`src/rtl/alu_pkg.sv`:
```
// Shared ALU definitions: opcodes, flag bit positions, issue FSM states and
// the legal-opcode helper.
package alu_pkg;

    localparam int ALU_OP_W = 4;
    typedef logic [ALU_OP_W-1:0] alu_op_t;

    localparam alu_op_t ALU_ADD = 4'd1;
    localparam alu_op_t ALU_SUB = 4'd2;
    localparam alu_op_t ALU_MUL = 4'd3;
    localparam alu_op_t ALU_DIV = 4'd4;
    localparam alu_op_t ALU_AND = 4'd5;
    localparam alu_op_t ALU_OR  = 4'd6;
    localparam alu_op_t ALU_XOR = 4'd7;
    localparam alu_op_t ALU_NOT = 4'd8;
    localparam alu_op_t ALU_SHL = 4'd9;
    localparam alu_op_t ALU_SHR = 4'd10;

    localparam int FLAG_POSITIVE = 3;
    localparam int FLAG_OVERFLOW = 2;
    localparam int FLAG_CARRY    = 1;
    localparam int FLAG_ZERO     = 0;

    typedef enum logic [2:0] {
        ST_IDLE,
        ST_EXEC,
        ST_START,
        ST_WAIT,
        ST_DONE
    } state_t;

    function automatic logic is_legal_op(input alu_op_t op);
        return (op >= ALU_ADD) && (op <= ALU_SHR);
    endfunction

endpackage

```
`src/rtl/alu_issue_if.sv`:
```
// Request, ALU-side and writeback signals of the issue stage.
// slave: the alu_issue block; master: CPU control, ALU and writeback consumer.
interface alu_issue_if #(
    parameter int N            = 16,
    parameter int ALU_OP_COUNT = 4,
    parameter int FLAGS_COUNT  = 4
);

    logic                    req_valid;
    logic                    req_ready;
    logic [ALU_OP_COUNT-1:0] req_opcode;
    logic [N-1:0]            req_a;
    logic [N-1:0]            req_b;
    logic [3:0]              req_dst;

    logic [N-1:0]            alu_a;
    logic [N-1:0]            alu_b;
    logic [ALU_OP_COUNT-1:0] alu_opcode;
    logic                    alu_start;
    logic [N-1:0]            alu_result;
    logic [N-1:0]            alu_high;
    logic [FLAGS_COUNT-1:0]  alu_flags;
    logic                    alu_finished;

    logic                    wb_valid;
    logic                    wb_ready;
    logic [3:0]              wb_dst;
    logic [N-1:0]            wb_result;
    logic [N-1:0]            wb_high;
    logic [FLAGS_COUNT-1:0]  wb_flags;
    logic                    wb_high_we;
    logic                    wb_err;

    modport slave (
        input  req_valid, req_opcode, req_a, req_b, req_dst,
        output req_ready,
        output alu_a, alu_b, alu_opcode, alu_start,
        input  alu_result, alu_high, alu_flags, alu_finished,
        output wb_valid, wb_dst, wb_result, wb_high, wb_flags, wb_high_we, wb_err,
        input  wb_ready
    );

    modport master (
        output req_valid, req_opcode, req_a, req_b, req_dst,
        input  req_ready,
        input  alu_a, alu_b, alu_opcode, alu_start,
        output alu_result, alu_high, alu_flags, alu_finished,
        input  wb_valid, wb_dst, wb_result, wb_high, wb_flags, wb_high_we, wb_err,
        output wb_ready
    );

endinterface

```
`src/rtl/alu_watchdog.sv`:
```
// Saturating WAIT-cycle counter; timeout is asserted while enabled and the
// count equals TIMEOUT.
module alu_watchdog #(
    parameter int TIMEOUT = 63
) (
    input  logic clk,
    input  logic rst_n,
    input  logic clear,
    input  logic enable,
    output logic timeout
);

    localparam int W = $clog2(TIMEOUT + 1);

    logic [W-1:0] count;

    always_ff @(posedge clk) begin
        if (!rst_n) begin
            count <= '0;
        end else if (clear) begin
            count <= '0;
        end else if (enable && (count != W'(TIMEOUT))) begin
            count <= count + 1'b1;
        end
    end

    assign timeout = enable && (count == W'(TIMEOUT));

endmodule

```
`src/rtl/alu_issue.sv`:
```
// ALU operation sequencer: request handshake, DIV start/finished protocol and
// registered writeback. Optional macro: ALU_DIV_ZERO_TRAP_EN.
module alu_issue
    import alu_pkg::*;
#(
    parameter int N            = 16,
    parameter int ALU_OP_COUNT = 4,
    parameter int FLAGS_COUNT  = 4,
    parameter int TIMEOUT      = 63
) (
    input logic        CLK,
    input logic        RST_N,
    alu_issue_if.slave bus
);

    state_t state;
    state_t next_state;

    logic armed;
    logic accept;
    logic div_trap;
    logic ready;
    logic start;
    logic valid;
    logic wd_clear;
    logic wd_enable;
    logic wd_timeout;

    logic [N-1:0]            alu_a_q;
    logic [N-1:0]            alu_b_q;
    logic [ALU_OP_COUNT-1:0] alu_op_q;
    logic [3:0]              wb_dst_q;
    logic [N-1:0]            wb_result_q;
    logic [N-1:0]            wb_high_q;
    logic [FLAGS_COUNT-1:0]  wb_flags_q;
    logic                    wb_high_we_q;
    logic                    wb_err_q;

`ifdef ALU_DIV_ZERO_TRAP_EN
    assign div_trap = (bus.req_opcode == ALU_DIV) && (bus.req_b == '0);
`else
    assign div_trap = 1'b0;
`endif

    // armed keeps req_ready low in the reset cycle even though state is IDLE
    always_ff @(posedge CLK) begin
        if (!RST_N) begin
            state <= ST_IDLE;
            armed <= 1'b0;
        end else begin
            state <= next_state;
            armed <= 1'b1;
        end
    end

    always_comb begin
        next_state = state;
        case (state)
            ST_IDLE: begin
                if (accept) begin
                    if (!is_legal_op(bus.req_opcode) || div_trap) begin
                        next_state = ST_DONE;
                    end else if (bus.req_opcode == ALU_DIV) begin
                        next_state = ST_START;
                    end else begin
                        next_state = ST_EXEC;
                    end
                end
            end
            ST_EXEC:  next_state = ST_DONE;
            ST_START: next_state = ST_WAIT;
            ST_WAIT: begin
                if (bus.alu_finished || wd_timeout) begin
                    next_state = ST_DONE;
                end
            end
            ST_DONE: begin
                if (bus.wb_ready) begin
                    next_state = ST_IDLE;
                end
            end
            default: next_state = ST_IDLE;
        endcase
    end

    always_comb begin
        ready     = 1'b0;
        start     = 1'b0;
        valid     = 1'b0;
        wd_clear  = 1'b0;
        wd_enable = 1'b0;
        case (state)
            ST_IDLE:  ready = armed;
            ST_START: begin
                start    = 1'b1;
                wd_clear = 1'b1;
            end
            ST_WAIT:  wd_enable = 1'b1;
            ST_DONE:  valid = 1'b1;
            default:  ;
        endcase
    end

    assign accept = ready && bus.req_valid;

    // wb_* are cleared on acceptance so every completion path only sets what it owns
    always_ff @(posedge CLK) begin
        if (!RST_N) begin
            alu_a_q      <= '0;
            alu_b_q      <= '0;
            alu_op_q     <= '0;
            wb_dst_q     <= '0;
            wb_result_q  <= '0;
            wb_high_q    <= '0;
            wb_flags_q   <= '0;
            wb_high_we_q <= 1'b0;
            wb_err_q     <= 1'b0;
        end else begin
            case (state)
                ST_IDLE: begin
                    if (accept) begin
                        alu_a_q      <= bus.req_a;
                        alu_b_q      <= bus.req_b;
                        wb_dst_q     <= bus.req_dst;
                        wb_result_q  <= '0;
                        wb_high_q    <= '0;
                        wb_flags_q   <= '0;
                        wb_high_we_q <= 1'b0;
                        wb_err_q     <= 1'b0;
                        if (!is_legal_op(bus.req_opcode)) begin
                            alu_op_q <= '0;
                            wb_err_q <= 1'b1;
                        end else begin
                            alu_op_q <= bus.req_opcode;
                            if (div_trap) begin
                                wb_result_q <= '1;
                                wb_high_q   <= bus.req_a;
                                wb_err_q    <= 1'b1;
                            end
                        end
                    end
                end
                ST_EXEC: begin
                    wb_result_q <= bus.alu_result;
                    wb_flags_q  <= bus.alu_flags;
                    if (alu_op_q == ALU_MUL) begin
                        wb_high_q    <= bus.alu_high;
                        wb_high_we_q <= 1'b1;
                    end
                end
                ST_WAIT: begin
                    if (bus.alu_finished) begin
                        wb_result_q  <= bus.alu_result;
                        wb_high_q    <= bus.alu_high;
                        wb_flags_q   <= bus.alu_flags;
                        wb_high_we_q <= 1'b1;
                    end else if (wd_timeout) begin
                        wb_err_q <= 1'b1;
                    end
                end
                ST_DONE: begin
                    if (bus.wb_ready) begin
                        alu_op_q <= '0;
                    end
                end
                default: ;
            endcase
        end
    end

    alu_watchdog #(
        .TIMEOUT(TIMEOUT)
    ) u_watchdog (
        .clk    (CLK),
        .rst_n  (RST_N),
        .clear  (wd_clear),
        .enable (wd_enable),
        .timeout(wd_timeout)
    );

    assign bus.req_ready  = ready;
    assign bus.alu_a      = alu_a_q;
    assign bus.alu_b      = alu_b_q;
    assign bus.alu_opcode = alu_op_q;
    assign bus.alu_start  = start;
    assign bus.wb_valid   = valid;
    assign bus.wb_dst     = wb_dst_q;
    assign bus.wb_result  = wb_result_q;
    assign bus.wb_high    = wb_high_q;
    assign bus.wb_flags   = wb_flags_q;
    assign bus.wb_high_we = wb_high_we_q;
    assign bus.wb_err     = wb_err_q;

endmodule

```
`src/flat_wrapper.sv`:
```
// flat-port wrapper written by rule: the top's interface ports become plain ports
module alu_issue_flat import alu_pkg::*;
#(
    parameter int N            = 16,
    parameter int ALU_OP_COUNT = 4,
    parameter int FLAGS_COUNT  = 4,
    parameter int TIMEOUT      = 63
)
  (CLK, RST_N, bus_req_valid, bus_req_opcode, bus_req_a, bus_req_b, bus_req_dst, bus_req_ready, bus_alu_a, bus_alu_b, bus_alu_opcode, bus_alu_start, bus_alu_result, bus_alu_high, bus_alu_flags, bus_alu_finished, bus_wb_valid, bus_wb_dst, bus_wb_result, bus_wb_high, bus_wb_flags, bus_wb_high_we, bus_wb_err, bus_wb_ready);
  alu_issue_if #(.N(N), .ALU_OP_COUNT(ALU_OP_COUNT), .FLAGS_COUNT(FLAGS_COUNT)) bus_i ();
  input logic CLK;
  input logic RST_N;
  input wire logic [$bits(bus_i.req_valid)-1:0] bus_req_valid;
  input wire logic [$bits(bus_i.req_opcode)-1:0] bus_req_opcode;
  input wire logic [$bits(bus_i.req_a)-1:0] bus_req_a;
  input wire logic [$bits(bus_i.req_b)-1:0] bus_req_b;
  input wire logic [$bits(bus_i.req_dst)-1:0] bus_req_dst;
  output wire logic [$bits(bus_i.req_ready)-1:0] bus_req_ready;
  output wire logic [$bits(bus_i.alu_a)-1:0] bus_alu_a;
  output wire logic [$bits(bus_i.alu_b)-1:0] bus_alu_b;
  output wire logic [$bits(bus_i.alu_opcode)-1:0] bus_alu_opcode;
  output wire logic [$bits(bus_i.alu_start)-1:0] bus_alu_start;
  input wire logic [$bits(bus_i.alu_result)-1:0] bus_alu_result;
  input wire logic [$bits(bus_i.alu_high)-1:0] bus_alu_high;
  input wire logic [$bits(bus_i.alu_flags)-1:0] bus_alu_flags;
  input wire logic [$bits(bus_i.alu_finished)-1:0] bus_alu_finished;
  output wire logic [$bits(bus_i.wb_valid)-1:0] bus_wb_valid;
  output wire logic [$bits(bus_i.wb_dst)-1:0] bus_wb_dst;
  output wire logic [$bits(bus_i.wb_result)-1:0] bus_wb_result;
  output wire logic [$bits(bus_i.wb_high)-1:0] bus_wb_high;
  output wire logic [$bits(bus_i.wb_flags)-1:0] bus_wb_flags;
  output wire logic [$bits(bus_i.wb_high_we)-1:0] bus_wb_high_we;
  output wire logic [$bits(bus_i.wb_err)-1:0] bus_wb_err;
  input wire logic [$bits(bus_i.wb_ready)-1:0] bus_wb_ready;
  assign bus_i.req_valid = bus_req_valid;
  assign bus_i.req_opcode = bus_req_opcode;
  assign bus_i.req_a = bus_req_a;
  assign bus_i.req_b = bus_req_b;
  assign bus_i.req_dst = bus_req_dst;
  assign bus_req_ready = bus_i.req_ready;
  assign bus_alu_a = bus_i.alu_a;
  assign bus_alu_b = bus_i.alu_b;
  assign bus_alu_opcode = bus_i.alu_opcode;
  assign bus_alu_start = bus_i.alu_start;
  assign bus_i.alu_result = bus_alu_result;
  assign bus_i.alu_high = bus_alu_high;
  assign bus_i.alu_flags = bus_alu_flags;
  assign bus_i.alu_finished = bus_alu_finished;
  assign bus_wb_valid = bus_i.wb_valid;
  assign bus_wb_dst = bus_i.wb_dst;
  assign bus_wb_result = bus_i.wb_result;
  assign bus_wb_high = bus_i.wb_high;
  assign bus_wb_flags = bus_i.wb_flags;
  assign bus_wb_high_we = bus_i.wb_high_we;
  assign bus_wb_err = bus_i.wb_err;
  assign bus_i.wb_ready = bus_wb_ready;
  alu_issue #(.N(N), .ALU_OP_COUNT(ALU_OP_COUNT), .FLAGS_COUNT(FLAGS_COUNT), .TIMEOUT(TIMEOUT)) u_core (.CLK(CLK), .RST_N(RST_N), .bus(bus_i));
endmodule
```
`config.mk`:
```
export PLATFORM = sky130hd
export DESIGN_NAME = alu_issue_flat
export DESIGN_NICKNAME = d
export VERILOG_FILES = /design/src/rtl/alu_pkg.sv /design/src/rtl/alu_issue_if.sv /design/src/rtl/alu_watchdog.sv /design/src/rtl/alu_issue.sv /design/src/flat_wrapper.sv
export SDC_FILE = /design/constraint.sdc
export NUM_CORES = 1
export LEC_CHECK = 0
export CORE_MARGIN = 10
export CORE_UTILIZATION = 42
export CTS_CLUSTER_SIZE = 30
export DETAILED_ROUTE_END_ITERATION = 16
export GPL_TIMING_DRIVEN = 1
export PLACE_DENSITY = 0.81
export SLEW_MARGIN = 20
export SYNTH_ARGS = -nofsm -noshare
export SYNTH_HDL_FRONTEND = slang
export SYNTH_SLANG_ARGS = --single-unit
```
`constraint.sdc`:
```
create_clock -name CLK -period 1.9 [get_ports CLK]
set_input_delay 0.285 -clock CLK [delete_from_list [all_inputs] [get_ports CLK]]
set_output_delay 0.285 -clock CLK [all_outputs]
set_load 0.01 [all_outputs]
```
==> impl_metrics.ini <==
[synthesis]
ys.flop_type = dfxtp_1
ys_seq_area_frac = 0.492
ys_warn_count = 0
yosysUniqueCellTypes = 40
synth_nets = 504
ys_ff_latch = 88
synth_most_common_cell = nand2_1
postSynth.asyncResetShare = 0
synth_top_area_cell = dfxtp_1
synthTopCellsByCount = 100 x nand2_1, 88 x dfxtp_1, 61 x a21oi_1, 23 x clkbuf_1, 21 x o21ai_0
synth_edf_count = 0
syn_area_per_cell_um2 = 8.48
synth_area_leaders = dfxtp_1 49%, nand2_1 10%, a21oi_1 8.5%, mux2i_1 5.6%, nand4_1 3.5%
netlist_instances = 422
syn_area_um2 = 3580
synth_top_cell_area_share = 0.492

[run]
drv_cap = 0

[power_and_ir_drop]
p_leak_nw = 1.97
vdd_ir_drop_max_mv = 0.422
p_per_area_nw_per_um2 = 730

[worst_hold_path]
hp-class = register to register

[sta]
hold-worst-slack_ns = 0.458
post-route-min-period_ns = 1.68
final-setup-viol-count = 0
hold_viol = 0
rsz0062_at_grt = no
max_slew_margin = 0.580
min_period_over_period = 0.882
tightest_slew_ns = 0.629
setup_tns_ns = 0
skew_ns = 0.0123
setup_slack_ns = 0.225
drv_slew = 0
max_freq_mhz = 597

[finish]
multi_input_area_um2 = 1620
fin_nets = 658
n_fill_cell = 698
area_growth_pct = 54.8
final_layout_size_suffix_gt1_frac = 0.0792
post-route-util = 0.671
diodes = 0
regArea_um2 = 1770

[global_route]
grt_pass1_vias = 3664
grt_first_pass_wirelength_um = 18400
grt_overflow = 0
grt_usage = 0.173
antenna_found_initial = 0
grt_max_degree = 41

[clocking]
clockBufferDepth = 2
cts.sinks = 88
path_clk_slew_ns = 0.09
h-tree-depth = 3
clkLatencyLatePin_ns = 0.36
cts-root-buf = clkbuf_8
cts_buffers = 9
cts_hold_buf = 0
cts_tree = done

[drt]
post_drt_wl_per_cell_um = 16.6
ant_nets = 0
vias_per_cell = 5.16
drc_errors = 0
dr.first_iter.drc_count = 195
drt_first_pass_iters = 4
wl_um = 11400
via_count = 3541

[floorplan]
die_w_um = 112
die_h_um = 112
core_area_um2 = 8260
start_util = 0.433
die_area_um2 = 12600
io_pins = 162
rows = 33

[setup_path]
regToRegSetupSlack_ns = 0.31
start_kind = register
r2r_cells = 5
worstPathRequired_ns = 1.62
cp.arrival_ns = 1.39
endpoint_kind = output pin
startpoint = u_core.state[0]
timing.rr.start = u_core.u_watchdog.count[0]
crit_end = bus_req_ready
crit_type = register to output pin
timing.rr.end = u_core.state[1]
cp_max_fo = 9

[outcome]
outcome = finished clean

[placed_design]
dp_slack_ns = 0.0641
gp_congestion = 0.831
dpl.hpwl_um = 8730
numPortBuffers = 161
## layout by cell type, fill, tap and decap left out, types with 3 or more instances in the layout
| cell type | n |
|---|---|
| nor3_1 | 3 |
| buf_12 | 4 |
| dfxtp_1 | 85 |
| o21ai_0 | 21 |
| clkbuf_8 | 9 |
| nand4_1 | 20 |
| nand2b_1 | 3 |
| inv_1 | 4 |
| inv_6 | 3 |
| nand2_1 | 100 |
| buf_4 | 14 |
| xnor2_1 | 3 |
| a22o_1 | 3 |
| mux2i_1 | 20 |
| a21oi_1 | 61 |
| nand3_1 | 20 |
| nor2_1 | 11 |
| clkdlybuf4s50_1 | 158 |
## cell type report
class	instances	area share
inverter	5	0.00339
sequential	88	0.320
clock inverter	7	0.0140
timing repair buffer	179	0.324
multi-input combinational	293	0.293
clock buffer	9	0.0224
tap	105	0.0237
## where the power goes
| group | switching, W | total [W] | internal [W] |
|---|---|---|---|
| sequential | 0.0000488 | 0.00196 | 0.00191 |
| combinational | 0.000367 | 0.000783 | 0.000416 |
| clock | 0.000681 | 0.00130 | 0.000622 |
## flip-flops by register name, indices dropped and copies added (netlist names)
name                     count
u_core.armed                 1
u_core.bus.alu_a            16
u_core.bus.alu_b            16
u_core.bus.alu_opcode        4
u_core.bus.wb_dst            4
u_core.bus.wb_err            1
u_core.bus.wb_flags          4
u_core.bus.wb_high          16
u_core.bus.wb_high_we        1
u_core.bus.wb_result        16
u_core.state                 3
u_core.u_watchdog.count      6
## worst max-delay path: stages, from the launching register on
cell and delay [ns]:
dfxtp_4 0.41, nor3_4 0.19, and2_1 0.14, dlygate4sd2_1 0.31
## worst min-delay path by stage
stage                     slack, ns                 start  cells after the start                   end
after floorplan                0.31                 RST_N                      0          u_core.armed
after global placement         0.44  u_core.bus.wb_dst[2]                      2  u_core.bus.wb_dst[2]
after detailed placement       0.45   u_core.bus.alu_a[3]                      2   u_core.bus.alu_a[3]
after CTS                      0.45          bus_req_a[7]                      3   u_core.bus.alu_a[7]
after global routing           0.44          bus_req_a[7]                      3   u_core.bus.alu_a[7]
final                          0.46   u_core.bus.alu_a[3]                      2   u_core.bus.alu_a[3]
## through the flow
stage	power (W)	instance area, um^2	cells
floorplan	0.00236	3580	422
global placement	0.00277	5320	670
detailed placement	0.00279	5320	670
CTS	0.00409	5540	686
global route	0.00424	5540	686
finish	0.00405	5540	686
## routing by layer
| layer | global-route usage | part of all wire |
|---|---|---|
| met4 | 0.0482 | 0.016 |
| met1 | 0.202 | 0.42 |
| met5 | 0 | 0 |
| met3 | 0.0703 | 0.086 |
| met2 | 0.285 | 0.47 |
## kinds of logic (layout without fill, tap and decap cells)
kind of cell,count (synthesis),after routing,synth area share
and+or+nand+nor,171,171,0.224
AOI/OAI and AO/OA,98,98,0.157
DFF,88,88,0.492
buffers and inverters,41,200,0.0594
muxes,20,20,0.0559
xor gates and xnor gates,3,3,0.00734
adders and majority gates,1,1,0.00350
## repair_timing
| item | in CTS | in global routing |
|---|---|---|
| setup endpoints to repair | 3 | 1 |
| gates resized for setup | 9 | 1 |
| setup buffers | 0 | 0 |
Note: power is estimated with default switching activity, not from simulation.
